===== src/rtl/branch_resolver.sv =====
// Conditional branch resolver: evaluates a 3-bit condition against the 2-bit status code,
// waits out in-flight status writes, then issues a one-cycle redirect and a fixed-length flush.
module branch_resolver #(
    parameter int unsigned PC_WIDTH     = 16,
    parameter int unsigned FLUSH_CYCLES = 2
) (
    input  logic                CLK,
    input  logic                reset,
    input  logic                brValid,
    output logic                brReady,
    input  logic [2:0]          brCond,
    input  logic [PC_WIDTH-1:0] brTarget,
    input  logic [1:0]          srIn,
    input  logic                srPending,
    output logic                stall,
    output logic                pcSel,
    output logic [PC_WIDTH-1:0] pcTarget,
    output logic                flush,
    output logic [7:0]          takenCnt
);

    localparam int unsigned CNT_W = 4;

    typedef enum logic [1:0] {
        S_IDLE,
        S_WAIT_SR,
        S_FLUSH
    } state_t;

    state_t              state;
    logic [CNT_W-1:0]    flush_cnt;
    logic [2:0]          cond_q;
    logic [PC_WIDTH-1:0] target_q;

    logic                accept;
    logic                resolve_now;
    logic [2:0]          eval_cond;
    logic [PC_WIDTH-1:0] eval_target;
    logic                taken;

    // Status 00 sets no flag, so only the unconditional code can be taken.
    function automatic logic cond_met(input logic [2:0] cond, input logic [1:0] sr);
        logic neg;
        logic zero;
        logic pos;
        neg  = (sr == 2'b01);
        zero = (sr == 2'b10);
        pos  = (sr == 2'b11);
        case (cond)
            3'b000:  cond_met = 1'b1;
            3'b001:  cond_met = zero;
            3'b010:  cond_met = neg | pos;
            3'b011:  cond_met = neg;
            3'b100:  cond_met = pos;
            3'b101:  cond_met = neg | zero;
            3'b110:  cond_met = pos | zero;
            default: cond_met = 1'b0;
        endcase
    endfunction

    assign brReady     = (state == S_IDLE);
    assign accept      = brValid && brReady;
    // In IDLE the request resolves straight off the inputs; in WAIT_SR off the latched copy.
    assign resolve_now = (accept && !srPending) || ((state == S_WAIT_SR) && !srPending);
    assign eval_cond   = (state == S_IDLE) ? brCond   : cond_q;
    assign eval_target = (state == S_IDLE) ? brTarget : target_q;
    assign taken       = resolve_now && cond_met(eval_cond, srIn);

    // State, latched request and registered outputs
    always_ff @(posedge CLK or negedge reset) begin
        if (!reset) begin
            state     <= S_IDLE;
            flush_cnt <= '0;
            cond_q    <= '0;
            target_q  <= '0;
            stall     <= 1'b0;
            pcSel     <= 1'b0;
            pcTarget  <= '0;
            flush     <= 1'b0;
            takenCnt  <= '0;
        end else begin
            pcSel <= taken;
            if (taken) begin
                pcTarget <= eval_target;
            end
            if (taken && (takenCnt != 8'hFF)) begin
                takenCnt <= takenCnt + 8'd1;
            end

            case (state)
                S_IDLE: begin
                    if (accept) begin
                        cond_q   <= brCond;
                        target_q <= brTarget;
                        if (srPending) begin
                            state <= S_WAIT_SR;
                            stall <= 1'b1;
                        end else if (taken) begin
                            state     <= S_FLUSH;
                            flush     <= 1'b1;
                            flush_cnt <= CNT_W'(FLUSH_CYCLES);
                        end
                    end
                end
                S_WAIT_SR: begin
                    if (!srPending) begin
                        stall <= 1'b0;
                        if (taken) begin
                            state     <= S_FLUSH;
                            flush     <= 1'b1;
                            flush_cnt <= CNT_W'(FLUSH_CYCLES);
                        end else begin
                            state <= S_IDLE;
                        end
                    end
                end
                S_FLUSH: begin
                    flush_cnt <= flush_cnt - CNT_W'(1);
                    if (flush_cnt == CNT_W'(1)) begin
                        state <= S_IDLE;
                        flush <= 1'b0;
                    end
                end
                default: begin
                    state <= S_IDLE;
                end
            endcase
        end
    end

endmodule


===== config.mk =====
export PLATFORM = sky130hd
export DESIGN_NAME = branch_resolver
export DESIGN_NICKNAME = d
export VERILOG_FILES = /design/src/rtl/branch_resolver.sv
export SDC_FILE = /design/constraint.sdc
export NUM_CORES = 1
export LEC_CHECK = 0
export ABC_AREA = 1
export ABC_CLOCK_PERIOD_IN_PS = 2200
export CORE_MARGIN = 4
export CORE_UTILIZATION = 51
export CTS_CLUSTER_DIAMETER = 100
export DETAILED_ROUTE_END_ITERATION = 16
export HOLD_SLACK_MARGIN = 0.06
export PLACE_DENSITY_LB_ADDON = 0.25
export REMOVE_ABC_BUFFERS = 1
export SYNTH_ARGS = -nofsm -noshare
export SYNTH_HDL_FRONTEND = slang
export SYNTH_SLANG_ARGS = --single-unit

===== constraint.sdc =====
create_clock -name CLK -period 2.2 [get_ports CLK]
set_input_delay 0.44 -clock CLK [delete_from_list [all_inputs] [get_ports CLK]]
set_output_delay 0.44 -clock CLK [all_outputs]
set_load 0.01 [all_outputs]

Word level (Yosys, flattened, before mapping)
Index checks and enable logic that the tools add are counted.
{"block": "totals", "reg_bits": 52, "input_bits": 25, "out_inout_bits": 28, "elab_cells": 71}
{"block": "op_classes", "addsub": 2, "eq_ne": 18, "mux": 23, "bitwise_logic": 3, "n_reduce_logical": 16}
{"operator": "16-bit two-way mux", "count": 1}
{"operator": "2-bit two-way mux", "count": 6}
{"operator": "4-bit two-way mux", "count": 3}
{"operator": "4-bit case mux with 3 select lines", "count": 1}
{"operator": "3-bit equality test (second input constant)", "count": 3}
{"operator": "8-bit by 1-bit adder with 8-bit output (second input constant)", "count": 1}
{"operator": "8-bit != test (second input constant)", "count": 1}
{"operator": "4-bit AND reduction", "count": 2}
{"operator": "1-bit two-way mux", "count": 7}
{"operator": "1-bit case mux with 7 select lines", "count": 1}
{"operator": "2-bit equality test (second input constant)", "count": 3}
{"operator": "3-bit by 2-bit equality test with 1-bit output (second input constant)", "count": 2}
{"operator": "2-bit case mux with 3 select lines", "count": 1}
{"operator": "1-bit logical AND", "count": 5}
{"operator": "2-bit by 1-bit equality test with 1-bit output (second input constant)", "count": 2}
{"operator": "4-bit by 1-bit equality test with 1-bit output (second input constant)", "count": 1}
{"operator": "2-bit by 1-bit != test with 1-bit output (second input constant)", "count": 2}
{"operator": "2-bit != test (second input constant)", "count": 2}
{"operator": "2-bit AND reduction", "count": 2}
{"operator": "4-bit by 1-bit subtractor with 4-bit output (second input constant)", "count": 1}
{"operator": "3-bit by 1-bit equality test with 1-bit output (second input constant)", "count": 1}
{"operator": "3-bit logical NOT", "count": 1}
{"operator": "3-bit two-way mux", "count": 1}
{"operator": "3-bit by 1-bit != test with 1-bit output (second input constant)", "count": 1}
{"operator": "9 further kinds", "count": 11}

Longest topological paths before layout
Gate-level depths: netlist (run 1).
{"block": "logic_depth", "word_depth": 9, "mapped_depth": 13}

Least setup slack after synthesis (run 1)
Ideal clock, no wire load.
{"block": "synth_path", "kind": "flip-flop to flip-flop", "start": "reg state[1]", "end": "reg flush_cnt[1]", "setup_ns": 0.117, "arrival_ns": 1.572, "required_time_ns": 2.083, "slack_ns": 0.511, "path_stages_with_launch": 11, "path_buffers": 2, "path_cell_list": "dfrtp_1 nor2_8 nand2_4 a21oi_2 nand2_2 nor2_8 nand2_4 buf_6 buf_6 nand3_1 nand2_1"}
{"block": "synth_between", "elab_chain_len": 9}
{"element": "start, declared", "line": "30", "source": "state_t state;"}
{"element": "start signal, assigned", "line": "72", "source": "state <= S_IDLE;"}
{"element": "start signal, assigned", "line": "96", "source": "state <= S_WAIT_SR;"}
{"element": "start signal, assigned", "line": "99", "source": "state <= S_FLUSH;"}
{"element": "2-bit logical NOT", "line": "61, 65, 90"}
{"element": "3-bit two-way mux / 1-bit logical AND (equally long branches)", "line": "65, 62"}
{"element": "3-bit equality test (tied with other cells)", "line": "49", "source": "case (cond)"}
{"element": "1-bit case mux with 7 select lines / 1-bit logical OR (equally long branches)", "line": "49, 64"}
{"element": "1-bit logical AND", "line": "67", "source": "assign taken = resolve_now && cond_met(eval_cond, srIn);"}
{"element": "4-bit two-way mux (3 in a row)"}
{"element": "4-bit case mux with 3 select lines", "line": "90", "source": "case (state)"}
{"element": "end signal, assigned", "line": "101", "source": "flush_cnt <= CNT_W'(FLUSH_CYCLES);"}
{"element": "end signal, assigned", "line": "111", "source": "flush_cnt <= CNT_W'(FLUSH_CYCLES);"}
{"element": "end signal, assigned", "line": "118", "source": "flush_cnt <= flush_cnt - CNT_W'(1);"}
{"element": "end, declared", "line": "31", "source": "logic [CNT_W-1:0] flush_cnt;"}
Several ways; a longest one is shown, not always the timed one. The select of a mux whose other input is x is not followed.
A chain may end at the register's enable or synchronous reset.

Final worst setup path (run 1)
{"block": "layout_path", "start": "reg state[1]", "end": "out brReady"}
{"block": "layout_between", "elab_chain_len": 1}
{"element": "2-bit logical NOT", "line": "61", "source": "assign brReady = (state == S_IDLE);"}
{"element": "end, declared", "line": "10", "source": "output logic brReady,"}
No other way between the ends.

==> results of run 1 <==
-- final cells by class --
type / instances / area [µm²]
Inverter: 27 / 101
Multi-Input combinational cell: 191 / 1160
Clock buffer: 5 / 68.8
Tap cell: 67 / 83.8
Sequential cell: 52 / 1300
Fill cell: 396 / 1480
Clock inverter: 2 / 60.1
Timing Repair Buffer: 61 / 596
-- cell usage after synthesis, types with 4 or more instances --
library cell / n / area (µm²)
o21ai_2: 5 / 43.8
nand2_1: 77 / 289
nand4_1: 7 / 43.8
inv_1: 25 / 93.8
o21ai_1: 4 / 20.0
ha_1: 6 / 75.1
nand2_2: 5 / 31.3
nor2_1: 9 / 33.8
mux2i_1: 12 / 120
nand3_1: 12 / 60.1
dfrtp_1: 52 / 1300
mux2_2: 13 / 146
o21ai_0: 19 / 95.1
-- metal layers --
layer	up-vias	routed length [µm]
met5	-	0
met4	0	104
met3	9	270
met2	48	2730
met1	970	2210
li1	1022	-
-- sequential cells by signal, summed over array words and instances, names as in the netlist --
name / cells
cond_q: 3
state: 2
pcSel: 1
pcTarget: 16
stall: 1
flush_cnt: 4
target_q: 16
flush: 1
takenCnt: 8
-- cell families (layout without fill, tap and decap cells) --
logic type,after synthesis,after routing,share of synthesized area (%)
simple gates,121,121,21.8
flops,52,52,49.9
buf+inv,35,95,5.71
compound gates,34,34,7.73
mux,25,25,10.2
fa+ha+maj,6,6,2.88
xor+xnor,5,5,1.68
-- stage by stage --
stage / setup WS, ns / instances / utilization (%)
2_1_floorplan: 0.207 / 270 / -
3_3_place_gp: 0.0475 / 398 / 66.8
4_1_cts: 0.152 / 405 / 69.4
5_1_grt: 0.106 / 405 / 69.4
6_report: 0.186 / 405 / 69.4
3_5_place_dp: -0.0497 / 398 / 66.8
-- how the worst max path moves through the flow --
stage | from | endpoint | slack [ns] | cells past startpoint
after floorplan | state[1] | takenCnt[6] | 0.21 | 9
after global placement | srIn[0] | pcTarget[3] | 0.05 | 12
after detailed placement | srIn[0] | pcTarget[3] | -0.05 | 13
after CTS | state[1] | brReady | 0.15 | 2
after global routing | state[1] | brReady | 0.11 | 2
final | state[1] | brReady | 0.19 | 2
-- report_power, final --
group | internal [W] | switching [W]
clock network | 0.000447 | 0.000297
registers | 0.00136 | 0.000273
logic | 0.000979 | 0.00102
total | 0.00279 | 0.00159
-- worst register-to-register path, cell delays in order (launching register included) --
cell and delay (ns):
dfrtp_1 0.43, ha_1 0.22, nand3_1 0.14, nor3_1 0.25, nand2_1 0.25, nand3_1 0.32
nand2_1 0.11, nand2_1 0.07
==> results by group, run 1 <==
Status
  – Outcome: finished clean

Global routing
  – Largest net degree at the start of global routing: 28
  – Initial antenna violation count: 0
  – First-pass GRT wire length: 9480 µm
  – Total gr overflow: 0
  – M1 GR Usage: 21.5%
  – Met3 GRT Util: 5.64%
  – GR Layer Usage met2: 33.3%
  – Grt peak-use layer: met2
  – Via count of the first global-routing pass: 2158
  – Overall Global Routing Usage: 19.1%

Power
  – P_leak: 1.64 nW
  – PD cells: 1300 nW/µm²
  – Tot Pwr: 0.00437 W
  – Max IR drop VDD: 0.000756 V

Critical path
  – Max FO, Critical Path: 8
  – Critical Path Start Type: flip-flop
  – Setup crit end kind: primary output
  – Worst r2r src: takenCnt[1]
  – WP buf/inv: 1
  – FF-to-FF End: takenCnt[4]
  – Max stage delay cell, worst path: clkdlybuf4s50_1
  – CP cell instances: nor2_8 > clkdlybuf4s50_1
  – Worst Path Required: 1.76 ns
  – Worst r2r path cells: 7
  – Max stage delay on crit path: 0.59 ns
  – Crit path DAT: 1.57 ns
  – Critical path class: flip-flop to primary output
  – Reg-to-reg slack, setup: 0.35 ns
  – Crit-path leading delay family: buffers and inverters

Detailed routing
  – Final WL: 5320 µm
  – WL per Instance: 13.1 µm
  – Drt via density: 5.06
  – DRC: 0
  – Initial DRT Pass Iterations: 4
  – Initial DRC Count: 92
  – DRT antenna net count: 0
  – Vias: 2049

Layout
  – Ant diodes: 0
  – Most frequent cells in the layout: nand2_1 (77), dfrtp_1 (52), clkdlybuf4s50_1 (51), inv_1 (25), o21ai_0 (19)
  – Share of post-route cells with drive strength above 1: 15.1%
  – Commonest non-fill, non-tap cell in the layout: nand2_1
  – Area growth syn-to-layout: 29.2%
  – Nets@finish: 369
  – Final instance area: 3370 µm²

Timing
  – Hold_ws: 0.0883 ns
  – Slew @ Worst Pin: 0.496 ns
  – Final min period: 2.01 ns
  – Final Skew: 0.00539 ns
  – Fmax: 0.497 GHz
  – Setup_tns: 0 ns
  – Slew headroom: 67.0%
  – Setup repair after global routing missed its margin: no
  – Final Max Slew Viols: 0
  – Fin. Hold Viols: 0
  – # setup viols final: 0
  – Period utilization: 91.5%

Floorplanning
  – Die area: 6320 µm²
  – CORE AREA: 4850 µm²
  – Die extent in x: 79.5 µm
  – Die height: 79.5 µm
  – FP Rows: 25
  – Initial Util: 53.8%
  – IO Pins: 53

CTS
  – Number of H-tree levels: 2
  – Worst-Skew Late Latency: 0.30 ns
  – CTS hold repair buffers: 0
  – Clk Tree Root Cell: clkbuf_8
  – Clock buffer depth: 2
  – TritonCTS clock tree: built
  – CTS Buf Count: 5
  – PostCTS Resize Cnt: 0
  – # clock sinks: 52
  – Setup bufs post-CTS: 0
  – Clk slew on worst S/H paths: 0.09 ns

Yosys
  – Main synth FF type: dfrtp_1
  – Syn_area_per_cell: 9.38 µm²
  – EDFF count, synth: 0
  – Register area share after synthesis: 49.9%
  – Cells after synthesis: 278
  – Ys Warns: 0
  – Cell variety after synth: 32
  – Async SR Flop Fraction: 100%
  – Mapped Area: 2610 µm²
  – Synth Register Bits: 52

Placement
  – Port bufs: 52
  – DP Wirelength: 3990 µm
  – Placed Area: 3240 µm²
  – Placer Congestion: 0.881

Job
  – Max-cap violations: 0

Hold path
  – Type of the worst min-delay path: input pin to async pin
(Power assumes the default switching activity.)
==> inputs of run 2 (changes only) <==
- RECOVER_POWER: unset -> 100
==> results by group, run 2 (synthesized netlist as in run 1, its figures left out) <==
Power
  – Max IR drop VDD: 0.000742 V (-1.8%)
  – P_leak: 1.66 nW (+1.6%)
  – PD cells: 1270 nW/µm² (-2.2%)
  – Tot Pwr: 0.00422 W (-3.4%)

Layout
  – Commonest non-fill, non-tap cell in the layout: nand2_1
  – Most frequent cells in the layout: nand2_1 (79), dfrtp_1 (52), dlygate4sd3_1 (28), o21ai_0 (26), inv_1 (25)
  – Area growth syn-to-layout: 27.6%
  – Largest regs: pcTarget x16, target_q x16, takenCnt x8
  – Ant diodes: 0 (unchanged)
  – Share of post-route cells with drive strength above 1: 12.1% (-3.0 points)
  – Nets@finish: 369 (unchanged)

Placement
  – Place WS: -0.0497 ns (unchanged)
  – DP Wirelength: 3990 µm (unchanged)
  – Port bufs: 52 (unchanged)
  – Placer Congestion: 0.881 (unchanged)

Timing
  – Final Skew: 0.00522 ns (-0.000174 ns)
  – Final min period: 2.06 ns (+0.0438 ns)
  – Fmax: 0.486 GHz (-2.1%)
  – Fin. Hold Viols: 0 (unchanged)
  – Period utilization: 93.5% (+2.0 points)
  – Slew @ Worst Pin: 1.18 ns (+0.686 ns)
  – Slew headroom: 21.3% (-46 points)
  – # setup viols final: 0 (unchanged)
  – Final Max Slew Viols: 0 (unchanged)
  – Final worst slack: 0.143 ns (-0.0438 ns)
  – Setup repair after global routing missed its margin: no

Floorplanning
  – Die extent in x: 79.5 µm (unchanged)
  – IO Pins: 53 (unchanged)
  – Die height: 79.5 µm (unchanged)
  – CORE AREA: 4850 µm² (unchanged)
  – Die area: 6320 µm² (unchanged)
  – FP Rows: 25 (unchanged)
  – Initial Util: 53.8% (unchanged)

Global routing
  – Total gr overflow: 0 (unchanged)
  – Via count of the first global-routing pass: 2158 (unchanged)
  – Overall Global Routing Usage: 19.1% (unchanged)
  – Initial antenna violation count: 0 (unchanged)
  – First-pass GRT wire length: 9480 µm (unchanged)
  – Largest net degree at the start of global routing: 28 (unchanged)

CTS
  – TritonCTS clock tree: built
  – CTS Buf Count: 5 (unchanged)
  – Clk Tree Root Cell: clkbuf_8
  – Worst-Skew Late Latency: 0.30 ns (about the same)
  – Setup bufs post-CTS: 0 (unchanged)
  – CTS hold repair buffers: 0 (unchanged)
  – Number of H-tree levels: 2 (unchanged)
  – Clock buffer depth: 2 (unchanged)
  – PostCTS Resize Cnt: 0 (unchanged)
  – # clock sinks: 52 (unchanged)
  – Clk slew on worst S/H paths: 0.09 ns (about the same)

Critical path
  – Max stage delay cell, worst path: dlygate4sd3_1
  – Reg-to-reg slack, setup: 0.36 ns (about the same)
  – CP cell instances: nor2_8 > dlygate4sd3_1
  – Worst Path Required: 1.76 ns (about the same)
  – Max FO, Critical Path: 8 (unchanged)
  – Worst r2r src: takenCnt[1]
  – Critical path class: flip-flop to primary output
  – WP buf/inv: 1 (unchanged)
  – Crit path DAT: 1.62 ns (+0.05 ns)
  – Max stage delay on crit path: 0.65 ns (+0.06 ns)
  – Worst r2r path cells: 7 (unchanged)
  – Critical Path Start Type: flip-flop
  – Setup crit end kind: primary output
  – FF-to-FF End: takenCnt[4]
  – Crit-path leading delay family: buffers and inverters

Status
  – Outcome: finished clean

Detailed routing
  – DRC: 0 (unchanged)
  – Drt via density: 5.07 (+0.20%)
  – Initial DRC Count: 75 (-18%)
  – WL per Instance: 13.1 µm (-0.15%)
  – DRT antenna net count: 0 (unchanged)
  – Vias: 2053 (+0.20%)
  – Initial DRT Pass Iterations: 5 (+1)
  – Final WL: 5310 µm (-0.15%)

Hold path
  – Type of the worst min-delay path: input pin to async pin

Job
  – Max-cap violations: 0 (unchanged)
[run 2: worst max path at each step]
stage / endpoint / depth (start not counted) / slack, ns / from
after floorplan: takenCnt[6] / 9 / 0.21 / state[1]
after global placement: pcTarget[3] / 12 / 0.05 / srIn[0]
after detailed placement: pcTarget[3] / 13 / -0.05 / srIn[0]
after CTS: brReady / 2 / 0.15 / state[1]
after global routing: brReady / 2 / 0.06 / state[1]
final: brReady / 2 / 0.14 / state[1]
[run 2: per-stage QoR]
step           util (%)  instances  hold slack, ns  setup TNS, ns  cell area [µm²]
2_1_floorplan         -        270           0.144              0             2560
3_3_place_gp       66.8        398           0.436              0             3240
3_5_place_dp       66.8        398           0.435         -0.131             3240
4_1_cts            69.4        405          0.0988              0             3370
5_1_grt            68.6        405           0.425              0             3320
6_report           68.6        405           0.348              0             3320
[run 2: per-layer routing]
layer | global-route usage (%) | part of all wire, %
met1 | 21.5 | 42
met3 | 5.64 | 4.7
met5 | 0 | 0
met2 | 33.3 | 52
met4 | 8.59 | 2.0
[run 2: layout make-up]
class / count / area, µm²
fillers: 414 / 1520
flip-flops and latches: 52 / 1300
multi-input cells: 191 / 1130
repair buffers: 61 / 582
inverters: 27 / 101
well taps: 67 / 83.8
clock buffers: 5 / 68.8
clock inverters: 2 / 60.1
[run 2: where the power goes]
group          internal [W]  switching, W
clock network      0.000448      0.000302
logic              0.000877      0.000973
registers           0.00136      0.000264
total               0.00269       0.00154
==> inputs of run 3 (changes only) <==
- CTS_CLUSTER_SIZE: unset -> 28
==> results of run 3 <==
The final DEF is identical to that of run 2; final timing and power are the same.
